--- config.mk ---
export PLATFORM = sky130hd
export DESIGN_NAME = jtkicker_objdraw_flat
export DESIGN_NICKNAME = d
export VERILOG_FILES = /design/src/rtl/jtkicker_objdraw_if.sv /design/src/rtl/jtkicker_objdraw.sv /design/src/flat_wrapper.sv
export SDC_FILE = /design/constraint.sdc
export NUM_CORES = 2
export LEC_CHECK = 0
export ABC_AREA = 1
export CAP_MARGIN = 20
export CORE_ASPECT_RATIO = 1.2
export CORE_UTILIZATION = 30
export DETAILED_ROUTE_END_ITERATION = 8
export GPL_TIMING_DRIVEN = 0
export PLACE_DENSITY = 0.46
export SYNTH_ARGS = -nofsm -noshare
export SYNTH_HDL_FRONTEND = slang
export SYNTH_SLANG_ARGS = --single-unit
--- constraint.sdc ---
create_clock -name clk -period 10.35 [get_ports clk]
set_input_delay 1.5525 -clock clk [delete_from_list [all_inputs] [get_ports clk]]
set_output_delay 1.5525 -clock clk [all_outputs]
set_load 0.05 [all_outputs]
--- src/rtl/jtkicker_objdraw_if.sv ---
// Object ROM fetch handshake between the object drawer and the SDRAM arbiter.
// The drawer holds rom_addr stable while rom_cs is high until rom_ok arrives.
interface jtkicker_objdraw_if;
    logic [12:0] rom_addr;
    logic        rom_cs;
    logic [31:0] rom_data;
    logic        rom_ok;

    modport master (output rom_addr, rom_cs, input rom_data, rom_ok);
    modport slave  (input rom_addr, rom_cs, output rom_data, rom_ok);
endinterface

--- src/rtl/jtkicker_objdraw.sv ---
// Object pixel drawer: fetches one 16-pixel sprite row, maps it through the palette PROM
// into a double line buffer and plays the buffer back on the following line.
module jtkicker_objdraw #(
    parameter logic [7:0] HOFFSET = 8'd0
) (
    input  logic                      clk,
    input  logic                      rst,
    input  logic                      pxl_cen,
    input  logic                      LHBL,
    input  logic [8:0]                hdump,
    input  logic                      draw,
    input  logic [7:0]                code,
    input  logic [3:0]                ysub,
    input  logic                      vflip,
    input  logic                      hflip,
    input  logic [3:0]                pal,
    input  logic [8:0]                hpos,
    output logic                      busy,
    jtkicker_objdraw_if.master        rom,
    input  logic [7:0]                prog_addr,
    input  logic [3:0]                prog_data,
    input  logic                      prog_en,
    output logic [3:0]                pxl
);
    typedef enum logic [1:0] {IDLE, FETCH, DRAW} state_t;

    state_t      state;
    logic [7:0]  code_l;
    logic [3:0]  ysub_l;
    logic        vflip_l, hflip_l;
    logic [3:0]  pal_l;
    logic [8:0]  hpos_l;
    logic        half, word_idx;
    logic [2:0]  cnt;
    logic [31:0] data_l;

    logic [3:0]  prom [256];
    logic [3:0]  prom_q;
    logic [3:0]  buf0 [256];
    logic [3:0]  buf1 [256];

    logic        wsel, lhbl_l, swap, play, wr_v, wr_en;
    logic [8:0]  wr_x;
    logic [4:0]  nib_lsb;
    logic [3:0]  nib;
    logic [7:0]  rd_a;
    logic        unused_hdump;

    assign unused_hdump = hdump[8];
    assign swap    = lhbl_l & ~LHBL;
    assign play    = pxl_cen & LHBL & ~rst;
    assign rd_a    = hdump[7:0] + HOFFSET;
    // pixel 0 sits in the top nibble, so the unflipped shift is 4*(7-cnt)
    assign nib_lsb = hflip_l ? {cnt, 2'b00} : {~cnt, 2'b00};
    assign nib     = data_l[nib_lsb +: 4];
    assign wr_en   = wr_v & ~wr_x[8] & (prom_q != 4'd0) & ~(swap & busy) & ~rst;

    always_ff @(posedge clk) begin
        if (prog_en) prom[prog_addr] <= prog_data;
        prom_q <= prom[{pal_l, nib}];
    end

    always_ff @(posedge clk) begin
        if (rst) begin
            state        <= IDLE;
            busy         <= 1'b0;
            rom.rom_cs   <= 1'b0;
            rom.rom_addr <= 13'd0;
            code_l       <= 8'd0;
            ysub_l       <= 4'd0;
            vflip_l      <= 1'b0;
            hflip_l      <= 1'b0;
            pal_l        <= 4'd0;
            hpos_l       <= 9'd0;
            half         <= 1'b0;
            word_idx     <= 1'b0;
            cnt          <= 3'd0;
            data_l       <= 32'd0;
            wr_v         <= 1'b0;
            wr_x         <= 9'd0;
        end else begin
            wr_v <= 1'b0;
            if (swap) begin
                // line change: abandon whatever sprite is in flight
                state      <= IDLE;
                busy       <= 1'b0;
                rom.rom_cs <= 1'b0;
            end else begin
                case (state)
                    IDLE: if (draw) begin
                        code_l       <= code;
                        ysub_l       <= ysub;
                        vflip_l      <= vflip;
                        hflip_l      <= hflip;
                        pal_l        <= pal;
                        hpos_l       <= hpos;
                        half         <= hflip;
                        word_idx     <= 1'b0;
                        rom.rom_addr <= {code, ysub ^ {4{vflip}}, hflip};
                        busy         <= 1'b1;
                        rom.rom_cs   <= 1'b1;
                        state        <= FETCH;
                    end
                    FETCH: if (rom.rom_ok) begin
                        data_l     <= rom.rom_data;
                        cnt        <= 3'd0;
                        rom.rom_cs <= 1'b0;
                        state      <= DRAW;
                    end
                    DRAW: begin
                        wr_v <= 1'b1;
                        wr_x <= hpos_l + {5'd0, word_idx, cnt};
                        cnt  <= cnt + 3'd1;
                        if (cnt == 3'd7) begin
                            if (!word_idx) begin
                                word_idx     <= 1'b1;
                                half         <= ~half;
                                rom.rom_addr <= {code_l, ysub_l ^ {4{vflip_l}}, ~half};
                                rom.rom_cs   <= 1'b1;
                                state        <= FETCH;
                            end else begin
                                busy  <= 1'b0;
                                state <= IDLE;
                            end
                        end
                    end
                    default: state <= IDLE;
                endcase
            end
        end
    end

    always_ff @(posedge clk) begin
        if (rst) begin
            wsel   <= 1'b0;
            lhbl_l <= 1'b0;
            pxl    <= 4'd0;
        end else begin
            lhbl_l <= LHBL;
            if (swap) wsel <= ~wsel;
            if (!LHBL)        pxl <= 4'd0;
            else if (pxl_cen) pxl <= wsel ? buf0[rd_a] : buf1[rd_a];
        end
    end

    // each bank has one write port: drawing into the write bank, clear-on-read in the other
    always_ff @(posedge clk) begin
        if (wr_en && !wsel)     buf0[wr_x[7:0]] <= prom_q;
        else if (play && wsel)  buf0[rd_a]      <= 4'd0;
        if (wr_en && wsel)      buf1[wr_x[7:0]] <= prom_q;
        else if (play && !wsel) buf1[rd_a]      <= 4'd0;
    end
endmodule

--- src/flat_wrapper.sv ---
// flat-port wrapper written by rule: the top's interface ports become plain ports
module jtkicker_objdraw_flat 
#(
    parameter logic [7:0] HOFFSET = 8'd0
)
  (clk, rst, pxl_cen, LHBL, hdump, draw, code, ysub, vflip, hflip, pal, hpos, busy, prog_addr, prog_data, prog_en, pxl, rom_rom_addr, rom_rom_cs, rom_rom_data, rom_rom_ok);
  jtkicker_objdraw_if rom_i ();
  input  logic clk;
  input  logic rst;
  input  logic pxl_cen;
  input  logic LHBL;
  input  logic [8:0] hdump;
  input  logic draw;
  input  logic [7:0] code;
  input  logic [3:0] ysub;
  input  logic vflip;
  input  logic hflip;
  input  logic [3:0] pal;
  input  logic [8:0] hpos;
  output logic busy;
  input  logic [7:0] prog_addr;
  input  logic [3:0] prog_data;
  input  logic prog_en;
  output logic [3:0] pxl;
  output wire logic [$bits(rom_i.rom_addr)-1:0] rom_rom_addr;
  output wire logic [$bits(rom_i.rom_cs)-1:0] rom_rom_cs;
  input wire logic [$bits(rom_i.rom_data)-1:0] rom_rom_data;
  input wire logic [$bits(rom_i.rom_ok)-1:0] rom_rom_ok;
  assign rom_rom_addr = rom_i.rom_addr;
  assign rom_rom_cs = rom_i.rom_cs;
  assign rom_i.rom_data = rom_rom_data;
  assign rom_i.rom_ok = rom_rom_ok;
  jtkicker_objdraw #(.HOFFSET(HOFFSET)) u_core (.clk(clk), .rst(rst), .pxl_cen(pxl_cen), .LHBL(LHBL), .hdump(hdump), .draw(draw), .code(code), .ysub(ysub), .vflip(vflip), .hflip(hflip), .pal(pal), .hpos(hpos), .busy(busy), .rom(rom_i), .prog_addr(prog_addr), .prog_data(prog_data), .prog_en(prog_en), .pxl(pxl));
endmodule
==> results.ini <==
[status]
status = complete, no violations

[sta]
drv_slew = 0
fin_skew_ns = 0.0437
grt_setup_unrepaired = no
fin_crit_ns = 6.29
post-route-period-util_pct = 60.7
tns_ns = 0
timing.fmax_mhz = 159
slew_headroom_pct = 12.8
finalSetupViolCount = 0
hold_viol = 0
tightest_slew_ns = 1.30

[global_routing]
antenna_found_initial = 22
grt_pass1_vias = 93700
grt.total_usage_pct = 25.0
grt_pass1_wl_um = 771000
overflow = 0
grt_max_degree = 133

[critical_path]
crit_arrival_ns = 6.88
r2r_start = u_core.cnt[1]
crit_type = in -> reg
end_kind = flop
crit_path_max_fanout = 10
crit_path_start_kind = primary input
r2r_cells = 17
cp.required_ns = 10.94
rrSetupSlack_ns = 5.42
rr_endpoint = u_core.prom_q[1]

[clock_tree]
hold_buffers = 0
cts.repair.resized = 0
cts_sinks = 3172
htree_levels = 5
clockBufferDepth = 4
path_clk_slew_ns = 0.06
clk_latency_ns = 0.99
cts_buffers = 361
post_cts_buffers = 0
cts_tree = built
root_buffer = clkbuf_16

[synth]
synth_cells = 11600
ys_top_cells_by_area = edfxtp_1, nor2_1, nand3_1, nand2_1, o21ai_0
seq_area_frac_synth_pct = 71.4
synthArstFlopShare_pct = 0
yosys-top-cells-count = edfxtp_1, nor2_1, nand2_1
synth_top_area_cell = edfxtp_1
yosys_warnings = 0
ys_ff_latch = 3172
synth-edff-count = 3072
synth_top_cell_area_share_pct = 69.9
syn_area_sq_um = 132000
yosysMostFrequentCell = edfxtp_1
synth.distinct_cells = 34
synth.avg_cell_area_sq_um = 11.4
synth_ff_type = edfxtp_1
synth_nets = 11700

[power]
p_leak_nw = 51.3
peakVddDrop_v = 0.000149
p_per_area_nw_per_um2 = 229

[routing]
drc = 0
wl_per_cell_um = 31.5
vias = 97800
routed_wl_um = 573000
dr.pass1.iters = 7
met2_length_um = 267000
ant_nets = 0
top_layer = met5
via_per_inst = 5.38
met1_length_um = 217000
wl_met3_um = 43000
first_iter_violations = 11800

[die]
ios = 106
die-width_um = 608
row_count = 266
start_util_pct = 30.2
die_h_um = 729
core_area_sq_um = 438000
dieArea_sq_um = 443000

[layout]
postLayoutCoreUtil_pct = 35.1
area_delta_synth_final_pct = 16.3
nNetsFinal = 12200
drive_gt1_share_pct = 7.32
fin_area_sq_um = 154000
fillCellCount = 43700

[hold_path]
hp-start = u_core.rom.rom_addr[1]
hold_path_end = u_core.rom.rom_addr[1]
min_path_type = reg -> reg
hold_depth = 2

[place]
place.gp.congestion = 0.981
io_buffer_count = 95
dp_hpwl_um = 396000
placed_cell_area_sq_um = 142000

[run]
drv_cap = 0

[where the power goes]
| group | switching [mW] | total [mW] | internal, mW |
|---|---|---|---|
| logic | 5.48 | 6.90 | 1.42 |
| registers | 0.0602 | 15.4 | 15.3 |
| clock network | 5.47 | 12.8 | 7.34 |
[cells in the final DEF (no fill, tap or decap), drive strengths merged]
| cell | synthesis | layout |
|---|---|---|
| a2111oi | 1 | 1 |
| a211oi | 3 | 3 |
| a21oi | 28 | 28 |
| a31oi | 9 | 9 |
| a32o | 2 | 2 |
| buf | 314 | 403 |
| bufinv | 0 | 32 |
| clkbuf | 515 | 965 |
| clkdlybuf4s50 | 0 | 91 |
| clkinv | 8 | 145 |
| clkinvlp | 0 | 12 |
| dfxtp | 100 | 100 |
| diode | 0 | 13 |
| edfxtp | 3072 | 3072 |
| fa | 1 | 1 |
| ha | 6 | 6 |
| inv | 510 | 524 |
| nand2 | 1663 | 1663 |
| nand3 | 1319 | 1319 |
| nand3b | 248 | 248 |
| nand4 | 1 | 1 |
| nor2 | 1987 | 1987 |
| nor3 | 9 | 9 |
| o211ai | 56 | 56 |
| o21ai | 1210 | 1210 |
| o22ai | 512 | 512 |
| xnor2 | 3 | 3 |
| xor2 | 12 | 12 |
[final cells by class]
class	count	area, sq um	share of cell area [%]
diodes	13	32.5	0.0212
plain buffers	829	3500	2.28
clock buffers	450	9570	6.23
clock inverters	195	1900	1.24
inverters	518	1970	1.29
multi-input cells	7070	32400	21.1
flip-flops and latches	3172	94300	61.4
well taps	5762	7210	4.69
repair buffers	180	2710	1.77
[worst max-delay path: stages]
cell,delay (ns)
buf_2,0.39
buf_4,0.38
inv_2,0.36
buf_2,0.45
clkbuf_1,0.56
buf_8,0.24
o21ai_0,0.17
nor2_1,0.29
nand3_1,1.01
clkbuf_2,0.82
nor2_1,0.58
[logic make-up (layout without fill, tap and decap cells)]
kind of cell	after synthesis	after routing	share of synthesized area, %
other	0	13	0
XOR/XNOR	15	15	0.105
flip-flops	3172	3172	71.4
adder cells (fa/ha/maj)	7	7	0.0720
buffers and inverters	1347	2172	4.08
AND/OR/NAND/NOR	5227	5227	16.8
AO/OA/AOI/OAI	1821	1821	7.52
[how the worst max path moves through the flow]
| stage | start | end | slack [ns] | cells past startpoint |
|---|---|---|---|---|
| after CTS | hdump[0] | u_core.buf1[196][3] | 4.27 | 11 |
| after global routing | hdump[0] | u_core.buf1[196][3] | 4.20 | 11 |
| final | hdump[0] | u_core.buf1[196][3] | 4.06 | 11 |
| after global placement | rst | u_core.buf1[55][3] | -9.95 | 6 |
| after floorplan | pxl_cen | u_core.buf1[0][0] | 0.83 | 7 |
| after detailed placement | hdump[0] | u_core.buf1[196][2] | 3.25 | 11 |
[state kept, by name, summed over array words and instances (netlist names), 2 cells and up]
name	count
u_core.cnt	3
u_core.pxl	4
u_core.rom.rom_addr	13
u_core.code_l	8
u_core.pal_l	4
u_core.prom_q	4
u_core.ysub_l	4
u_core.buf0	1024
u_core.buf1	1024
u_core.hpos_l	9
u_core.prom	1024
u_core.data_l	32
u_core.state	2
u_core.wr_x	9
[routing by layer]
layer / GRT usage [%] / vias to the layer above
li1: - / 42200
met1: 30.5 / 49200
met2: 41.0 / 5047
met3: 3.82 / 1400
met4: 16.9 / 12
met5: 0 / -
[stage by stage]
step | hold slack, ns | power, mW | worst slack [ns] | std cells
6_report | 0.467 | 35.1 | 4.06 | 18200
5_1_grt | 0.498 | 35.9 | 4.20 | 18200
4_1_cts | 0.469 | 35.1 | 4.27 | 18200
3_5_place_dp | 0.458 | 22.5 | 3.25 | 17500
3_3_place_gp | 0.459 | 22.9 | -9.95 | 17400
2_1_floorplan | 0.444 | 19.0 | 0.831 | 11600
No activity file was read; power rests on OpenSTA's default activity.
